## config.mk

```make
export PLATFORM = sky130hd
export DESIGN_NAME = alu_operand_loader
export DESIGN_NICKNAME = d
export VERILOG_FILES = /design/src/rtl/alu_pkg.sv /design/src/rtl/strobe_sync.sv /design/src/rtl/alu_operand_loader.sv
export SDC_FILE = /design/constraint.sdc
export NUM_CORES = 1
export LEC_CHECK = 0
export CORE_MARGIN = 10
export CORE_UTILIZATION = 41
export DETAILED_ROUTE_END_ITERATION = 16
export PLACE_DENSITY = 0.69
export RECOVER_POWER = 100
export SETUP_SLACK_MARGIN = 0.2
export SLEW_MARGIN = 10
export SYNTH_ARGS = -nofsm -noshare
export SYNTH_HDL_FRONTEND = slang
export SYNTH_HIERARCHICAL = 1
export SYNTH_SLANG_ARGS = --single-unit
```

## constraint.sdc

```tcl
create_clock -name clk -period 1.6 [get_ports clk]
set_clock_uncertainty 0.1 [all_clocks]
set_input_delay 0.32 -clock clk [delete_from_list [all_inputs] [get_ports clk]]
set_output_delay 0.32 -clock clk [all_outputs]
set_load 0.01 [all_outputs]
```

## src/rtl/alu_pkg.sv

```systemverilog
// Shared definitions for the ALU front-end: frame phase encoding and widths.
package alu_pkg;

    localparam int ALU_N  = 16;
    localparam int BYTE_W = 8;

    typedef enum logic [1:0] {
        PH_A  = 2'd0,
        PH_B  = 2'd1,
        PH_OP = 2'd2
    } phase_e;

endpackage

```

## src/rtl/strobe_sync.sv

```systemverilog
// Two-flop synchronizer for an asynchronous pin strobe plus a rising-edge
// detector; accept is high for exactly one clock per strobe rise.
module strobe_sync (
    input  logic clk,
    input  logic rst_n,
    input  logic din,
    output logic accept
);

    logic sync1_p0;
    logic sync2_p1;
    logic prev_p2;

    always_ff @(posedge clk) begin
        if (!rst_n) begin
            sync1_p0 <= 1'b0;
            sync2_p1 <= 1'b0;
            prev_p2  <= 1'b0;
        end else begin
            sync1_p0 <= din;
            sync2_p1 <= sync1_p0;
            prev_p2  <= sync2_p1;
        end
    end

    assign accept = sync2_p1 & ~prev_p2;

endmodule

```

## src/rtl/alu_operand_loader.sv

```systemverilog
// Assembles strobed pin bytes little-endian into ALU operands A, B and the
// opcode, and emits the ALU load/update pulses, one result update per frame.
module alu_operand_loader
    import alu_pkg::*;
#(
    parameter int N = ALU_N
) (
    input  logic         clk,
    input  logic         rst_n,
    input  logic [7:0]   byte_in,
    input  logic         strobe,
    input  logic         clear,
    output logic [N-1:0] data_out,
    output logic         load_A,
    output logic         load_B,
    output logic         load_Op,
    output logic         updateRes,
    output logic [1:0]   phase,
    output logic         busy
);

    localparam int BYTES = N / BYTE_W;
    localparam int CNT_W = (BYTES > 1) ? $clog2(BYTES) : 1;
    localparam logic [CNT_W-1:0] LAST = CNT_W'(BYTES - 1);

    logic accept;

    phase_e           phase_q, phase_d;
    logic [CNT_W-1:0] cnt_q, cnt_d;
    logic [N-1:0]     asm_q, asm_d, asm_wr;
    logic [N-1:0]     data_q, data_d;
    logic             ld_a_q, ld_a_d;
    logic             ld_b_q, ld_b_d;
    logic             ld_op_q, ld_op_d;
    logic             upd_q, upd_d;

    strobe_sync u_strobe_sync (
        .clk    (clk),
        .rst_n  (rst_n),
        .din    (strobe),
        .accept (accept)
    );

    always_comb begin
        phase_d = phase_q;
        cnt_d   = cnt_q;
        asm_d   = asm_q;
        data_d  = data_q;
        ld_a_d  = 1'b0;
        ld_b_d  = 1'b0;
        ld_op_d = 1'b0;
        upd_d   = ld_op_q;
        asm_wr  = asm_q;
        asm_wr[int'(cnt_q)*BYTE_W +: BYTE_W] = byte_in;

        // clear wins over a coincident byte and kills any queued updateRes
        if (clear) begin
            phase_d = PH_A;
            cnt_d   = '0;
            upd_d   = 1'b0;
        end else if (accept) begin
            unique case (phase_q)
                PH_A, PH_B: begin
                    asm_d = asm_wr;
                    if (cnt_q == LAST) begin
                        data_d  = asm_wr;
                        cnt_d   = '0;
                        ld_a_d  = (phase_q == PH_A);
                        ld_b_d  = (phase_q == PH_B);
                        phase_d = (phase_q == PH_A) ? PH_B : PH_OP;
                    end else begin
                        cnt_d = cnt_q + CNT_W'(1);
                    end
                end
                PH_OP: begin
                    data_d                = '0;
                    data_d[BYTE_W-1:0]    = byte_in;
                    ld_op_d               = 1'b1;
                    cnt_d                 = '0;
                    phase_d               = PH_A;
                end
                default: begin
                    phase_d = PH_A;
                    cnt_d   = '0;
                end
            endcase
        end
    end

    always_ff @(posedge clk) begin
        if (!rst_n) begin
            phase_q <= PH_A;
            cnt_q   <= '0;
            asm_q   <= '0;
            data_q  <= '0;
            ld_a_q  <= 1'b0;
            ld_b_q  <= 1'b0;
            ld_op_q <= 1'b0;
            upd_q   <= 1'b0;
        end else begin
            phase_q <= phase_d;
            cnt_q   <= cnt_d;
            asm_q   <= asm_d;
            data_q  <= data_d;
            ld_a_q  <= ld_a_d;
            ld_b_q  <= ld_b_d;
            ld_op_q <= ld_op_d;
            upd_q   <= upd_d;
        end
    end

    assign data_out  = data_q;
    assign load_A    = ld_a_q;
    assign load_B    = ld_b_q;
    assign load_Op   = ld_op_q;
    assign updateRes = upd_q;
    assign phase     = phase_q;
    assign busy      = (phase_q != PH_A) || (cnt_q != '0);

endmodule

```

==> results of run 1 <==
## Yosys cell counts
master,number
and3b_1,1
or3_1,1
and4bb_1,1
buf_2,1
nor3b_1,17
or4b_1,1
a32o_1,8
a21oi_1,1
clkbuf_1,9
dfxtp_1,34
nor2_1,4
buf_6,3
and2b_1,1
and2_1,4
a22oi_1,1
and3_1,2
o21ai_0,9
o211a_1,8
nor4b_2,1
nor2b_4,1
nand2_1,16
o21ai_1,1
mux2i_1,1
a21boi_0,8
o21a_1,1
nor2b_1,3
inv_1,2
nand2b_1,1
## area by class of cell
class | count | area (um2) | share of cell area (%)
multi-input combinational | 93 | 734 | 37.3
sequential | 34 | 683 | 34.7
timing repair buffer | 51 | 425 | 21.6
tap | 46 | 57.6 | 2.92
clock buffer | 7 | 55.1 | 2.80
inverter | 2 | 7.51 | 0.381
clock inverter | 1 | 5.00 | 0.254
## power by group
part | switching [mW] | internal, mW | leakage [nW]
clock | 0.288 | 0.213 | 0.0353
combinational | 0.0466 | 0.0558 | 0.523
sequential | 0.00464 | 0.854 | 0.276
## metrics by stage
stage	cells	utilization (%)	hold slack, ps
final	234	59.4	336
after detailed placement	217	54.8	312
after global placement	217	54.8	317
after floorplan	141	-	306
after CTS	230	57.7	336
after global routing	234	59.4	344
## worst max-delay path by stage
stage | start | endpoint | slack [ps]
after floorplan | phase[1]$_SDFFE_PP0P_ | data_out[10]$_SDFFE_PN0P_ | 200
after global placement | clear | asm_q[2]$_SDFFE_PN0P_ | -260
after detailed placement | clear | asm_q[4]$_SDFFE_PN0P_ | -270
after CTS | cnt_q$_SDFFE_PP0P_ | busy | 7
after global routing | phase[0]$_SDFFE_PP0P_ | busy | -30
final | phase[0]$_SDFFE_PP0P_ | busy | 20
## worst reg2reg max path: stages, from the launching register on
cell and delay (ps):
dfxtp_1 350, nor2b_4 150, clkbuf_1 120, and4bb_1 280
and2_0 280, nor2b_4 180
## registers in the layout, indices dropped and copies added (netlist names)
register / count
u_strobe_sync/sync2_p1: 1
load_A: 1
cnt_q: 1
data_out: 16
load_B: 1
load_Op: 1
updateRes: 1
phase: 2
u_strobe_sync/prev_p2: 1
u_strobe_sync/sync1_p0: 1
asm_q: 8
## cells by family (layout without fill, tap and decap cells)
logic type,Yosys count,in the layout,share of synthesized area (%)
AO/OA/AOI/OAI,37,37,20.7
buffers and inverters,15,61,5.72
flip-flops,34,34,48.6
multiplexers,1,1,0.715
AND/OR/NAND/NOR,54,55,24.2
## metal layers
layer  GRT usage, %  share of wire [%]  wire (um)  vias up
li1               -                  -          -      595
met1           12.7                 39       1430      588
met2           21.3                 54       1980       27
met3           5.69                5.4        197        8
met4           2.69                1.7         62        0
met5              0                  0          0        -
## timing repair
action                                 CTS  global route
hold buffers                             0             0
pin swaps                               19            15
endpoints found under the hold margin    0             0
setup endpoints to repair               47            43
buffers inserted                         4             4
gates resized for setup                 57            64
gates cloned                             1             0
==> impl_metrics.yaml, run 1 <==
finish:
  final_common_cell: "dfxtp_1"
  drive_gt1_share_pct: 25.0
  antenna_cells: 0
  finalInstanceArea_um2: 1970
  layout.nets: 199
  mostFrequentLayoutCells: "32 x dfxtp_1, 14 x clkbuf_1, 13 x nand2_1"
  num-fill-cells: 327
  syn_to_final_growth_pct: 40.6
placement:
  dpl_cell_area_um2: 1810
  gp_congestion: 0.745
  place_worst_setup_slack_ps: -274
  dpl.hpwl_mm: 2.56
  portBuffers: 34
synth:
  ys_seq_elements: 34
  syn_area_um2: 1400
  yosysSeqAreaShare_pct: 48.6
  synth_top_area_share_pct: 48.6
  syn_inst: 141
  yosys-top-cells-area: "dfxtp_1 49%, nor3b_1 9.1%, a32o_1 5.7%"
  syn-num-nets: 153
  yosysTopAreaCell: "dfxtp_1"
  avgSynthCellArea_um2: 9.93
  ys_types: 28
  ys_warn_count: 6
routing:
  drc: 0
  num_vias: 1218
  wl_per_cell_um: 15.7
  vias_per_cell: 5.21
  dr.pass1.iters: 4
  drt-initial-drc-count: 23
  ant_nets: 0
  finalWirelength_mm: 3.67
setup_path:
  critPathTopFamily: "simple AND/OR/NAND/NOR gates"
  r2r_slack_ps: 80
  path_cells: "or3_4 -> buf_6"
  rr_startpoint: "u_strobe_sync/sync2_p1$_SDFF_PN0_"
  arrival_ps: 1160
  reg2regPathDepth: 5
  cp_slowest_stage_delay_ps: 370
  path_buf_inv: 1
  worst-path-stages: 2
  crit_type: "reg -> out"
  crit_path_top_delay_cell: "or3_4"
  reg2reg_to: "load_A$_SDFF_PP0_"
  cp-start-kind: "flop"
  cp-end-kind: "output port"
  cp_data_required_time_ps: 1180
  path_max_fanout: 2
clocking:
  clk_latency_ps: 350
  cts.sinks: 34
  clock-root-buffer: "clkbuf_4"
  numCtsBuffers: 5
  h-tree-depth: 2
  cts_buffer_depth: 2
  clkTransAtPathRegs_ps: 100
  cts_tree: "yes"
floorplanning:
  die_h_um: 78.4
  die_area_um2: 6150
  initial_core_util_pct: 42.3
  die_w_um: 78.4
  coreArea_um2: 3310
  rows: 21
  ios: 35
global_route:
  grt_pass1_vias: 1257
  grt_max_degree: 26
  grt_use_total_pct: 12.0
  grt_overflow: 0
  antenna_found_initial: 0
  grt_pass1_wl_mm: 5.97
power_and_ir_drop:
  p_leak_nw: 0.834
  ir_drop_mv: 0.434
  power_mw: 1.46
  p_per_area_nw_per_um2: 743
timing:
  setup_violations: 0
  period_share_pct: 99.0
  worst_slack_ps: 16.3
  fmaxAchievable_mhz: 631
  maxSlewHeadroom_pct: 74.4
  finalHoldViolCount: 0
  rsz0062_at_grt: "yes"
  period_needed_ps: 1580
  worst_slew_pin_slew_ps: 383
  slew_viol_final: 0
  tns_ps: 0
run_status:
  status: "finished, final reports clean"
worst_hold_path:
  whs_path_depth: 2
  hold_class: "reg -> reg"
  min_from: "load_Op$_SDFF_PP0_"
  min_to: "updateRes$_SDFF_PP0_"
job:
  drv_cap: 0
No activity file was read; power rests on OpenSTA's default activity.
==> inputs of run 2 (changes only) <==
--- a/config.mk
+++ b/config.mk
@@ -11,6 +11,7 @@
 export PLACE_DENSITY = 0.69
 export RECOVER_POWER = 100
 export SETUP_SLACK_MARGIN = 0.2
+export SKIP_LAST_GASP = 1
 export SLEW_MARGIN = 10
 export SYNTH_ARGS = -nofsm -noshare
 export SYNTH_HDL_FRONTEND = slang
==> impl_metrics.yaml, run 2 (synthesis results as in run 1) <==
clocking:
  h-tree-depth: 2
  clkTransAtPathRegs_ps: 100
  cts.sinks: 34
  clock-root-buffer: "clkbuf_4"
  clk_latency_ps: 350
  cts_buffer_depth: 2
  cts_tree: "yes"
  numCtsBuffers: 5
setup_path:
  r2r_slack_ps: 100
  cp_data_required_time_ps: 1180
  path_max_fanout: 2
  rr_startpoint: "u_strobe_sync/sync2_p1$_SDFF_PN0_"
  crit_type: "reg -> out"
  arrival_ps: 1170
  reg2reg_to: "load_A$_SDFF_PP0_"
  reg2regPathDepth: 5
  cp-start-kind: "flop"
  cp-end-kind: "output port"
timing:
  slew_viol_final: 0
  fmaxAchievable_mhz: 627
  finalHoldViolCount: 0
  worst_slew_pin_slew_ps: 372
  period_share_pct: 99.7
  holdWs_ps: 337
  rsz0062_at_grt: "yes"
  maxSlewHeadroom_pct: 75.2
  period_needed_ps: 1590
  setup_violations: 0
finish:
  num-fill-cells: 327
  final_common_cell: "dfxtp_1"
  syn_to_final_growth_pct: 38.3
  antenna_cells: 0
  drive_gt1_share_pct: 22.6
  largest_reg_flops: 16
  mostFrequentLayoutCells: "32 x dfxtp_1, 16 x nand2_1, 12 x clkbuf_1"
  layout.nets: 197
placement:
  gp_congestion: 0.745
  portBuffers: 34
  dpl.hpwl_mm: 2.56
routing:
  drc: 0
  vias_per_cell: 5.25
  wl_per_cell_um: 15.8
  ant_nets: 0
  finalWirelength_mm: 3.67
  num_vias: 1219
  drt-initial-drc-count: 46
  dr.pass1.iters: 4
global_route:
  antenna_found_initial: 0
  grt_use_total_pct: 12.0
  grt_overflow: 0
  grt_max_degree: 26
  grt_pass1_wl_mm: 5.95
  grt_pass1_vias: 1256
worst_hold_path:
  hold_class: "reg -> reg"
  whs_path_depth: 2
  min_to: "updateRes$_SDFF_PP0_"
  min_from: "load_Op$_SDFF_PP0_"
power_and_ir_drop:
  p_per_area_nw_per_um2: 756
  power_mw: 1.47
  ir_drop_mv: 0.440
  p_leak_nw: 0.830
floorplanning:
  ios: 35
  die_area_um2: 6150
  coreArea_um2: 3310
  die_h_um: 78.4
  die_w_um: 78.4
  initial_core_util_pct: 42.3
  rows: 21
run_status:
  status: "finished, final reports clean"
job:
  drv_cap: 0
[run 2: repair_timing]
action / 4_1_cts / 5_1_grt
endpoints found under the hold margin: 0 / 0
setup buffers: 4 / 2
pin swaps: 16 / 8
gates cloned: 1 / 0
gates resized for setup: 53 / 59
endpoints found under the setup margin: 47 / 43
hold buffers: 0 / 0
[run 2: routing by layer]
layer	GRT usage (%)	vias up	routed length (um)
met1	12.8	590	1480
li1	-	591	-
met4	2.69	0	51
met3	5.69	6	210
met5	0	-	0
met2	21.0	32	1940
[run 2: worst max-delay path by stage]
| stage | depth (start not counted) | from | end |
|---|---|---|---|
| 2_1_floorplan | 6 | phase[1]$_SDFFE_PP0P_ | data_out[10]$_SDFFE_PN0P_ |
| 3_3_place_gp | 4 | clear | asm_q[2]$_SDFFE_PN0P_ |
| 6_report | 2 | phase[0]$_SDFFE_PP0P_ | busy |
| 4_1_cts | 2 | phase[0]$_SDFFE_PP0P_ | busy |
| 5_1_grt | 2 | phase[0]$_SDFFE_PP0P_ | busy |
| 3_5_place_dp | 4 | clear | asm_q[4]$_SDFFE_PN0P_ |
[run 2: critical path, stage by stage (launching register included)]
cell and delay [ps]:
dfxtp_2 330, or3_4 370, buf_6 130
[run 2: final cells by class]
cell class / count / area, um2 / area share (%)
inverters: 2 / 7.51 / 0.388
clock buffers: 7 / 55.1 / 2.84
clock inverters: 1 / 5.00 / 0.258
flip-flops and latches: 34 / 686 / 35.4
repair buffers: 49 / 413 / 21.3
well taps: 46 / 57.6 / 2.97
multi-input cells: 93 / 713 / 36.8
[run 2: through the flow]
step                      utilization [%]  setup WS, ps  setup TNS (ps)  area [um2]  std cells
after floorplan                         -           197               0        1420        141
after global placement               54.8          -263           -4460        1810        217
after detailed placement             54.8          -274           -4860        1810        217
after CTS                            57.7         -12.2           -12.2        1910        230
after global routing                 58.5         -29.6           -30.1        1940        232
final                                58.5          5.33               0        1940        232
[run 2: power by group]
group          switching (mW)  total [mW]  internal, mW
combinational          0.0457       0.101        0.0552
sequential            0.00435       0.857         0.853
clock                   0.294       0.507         0.213
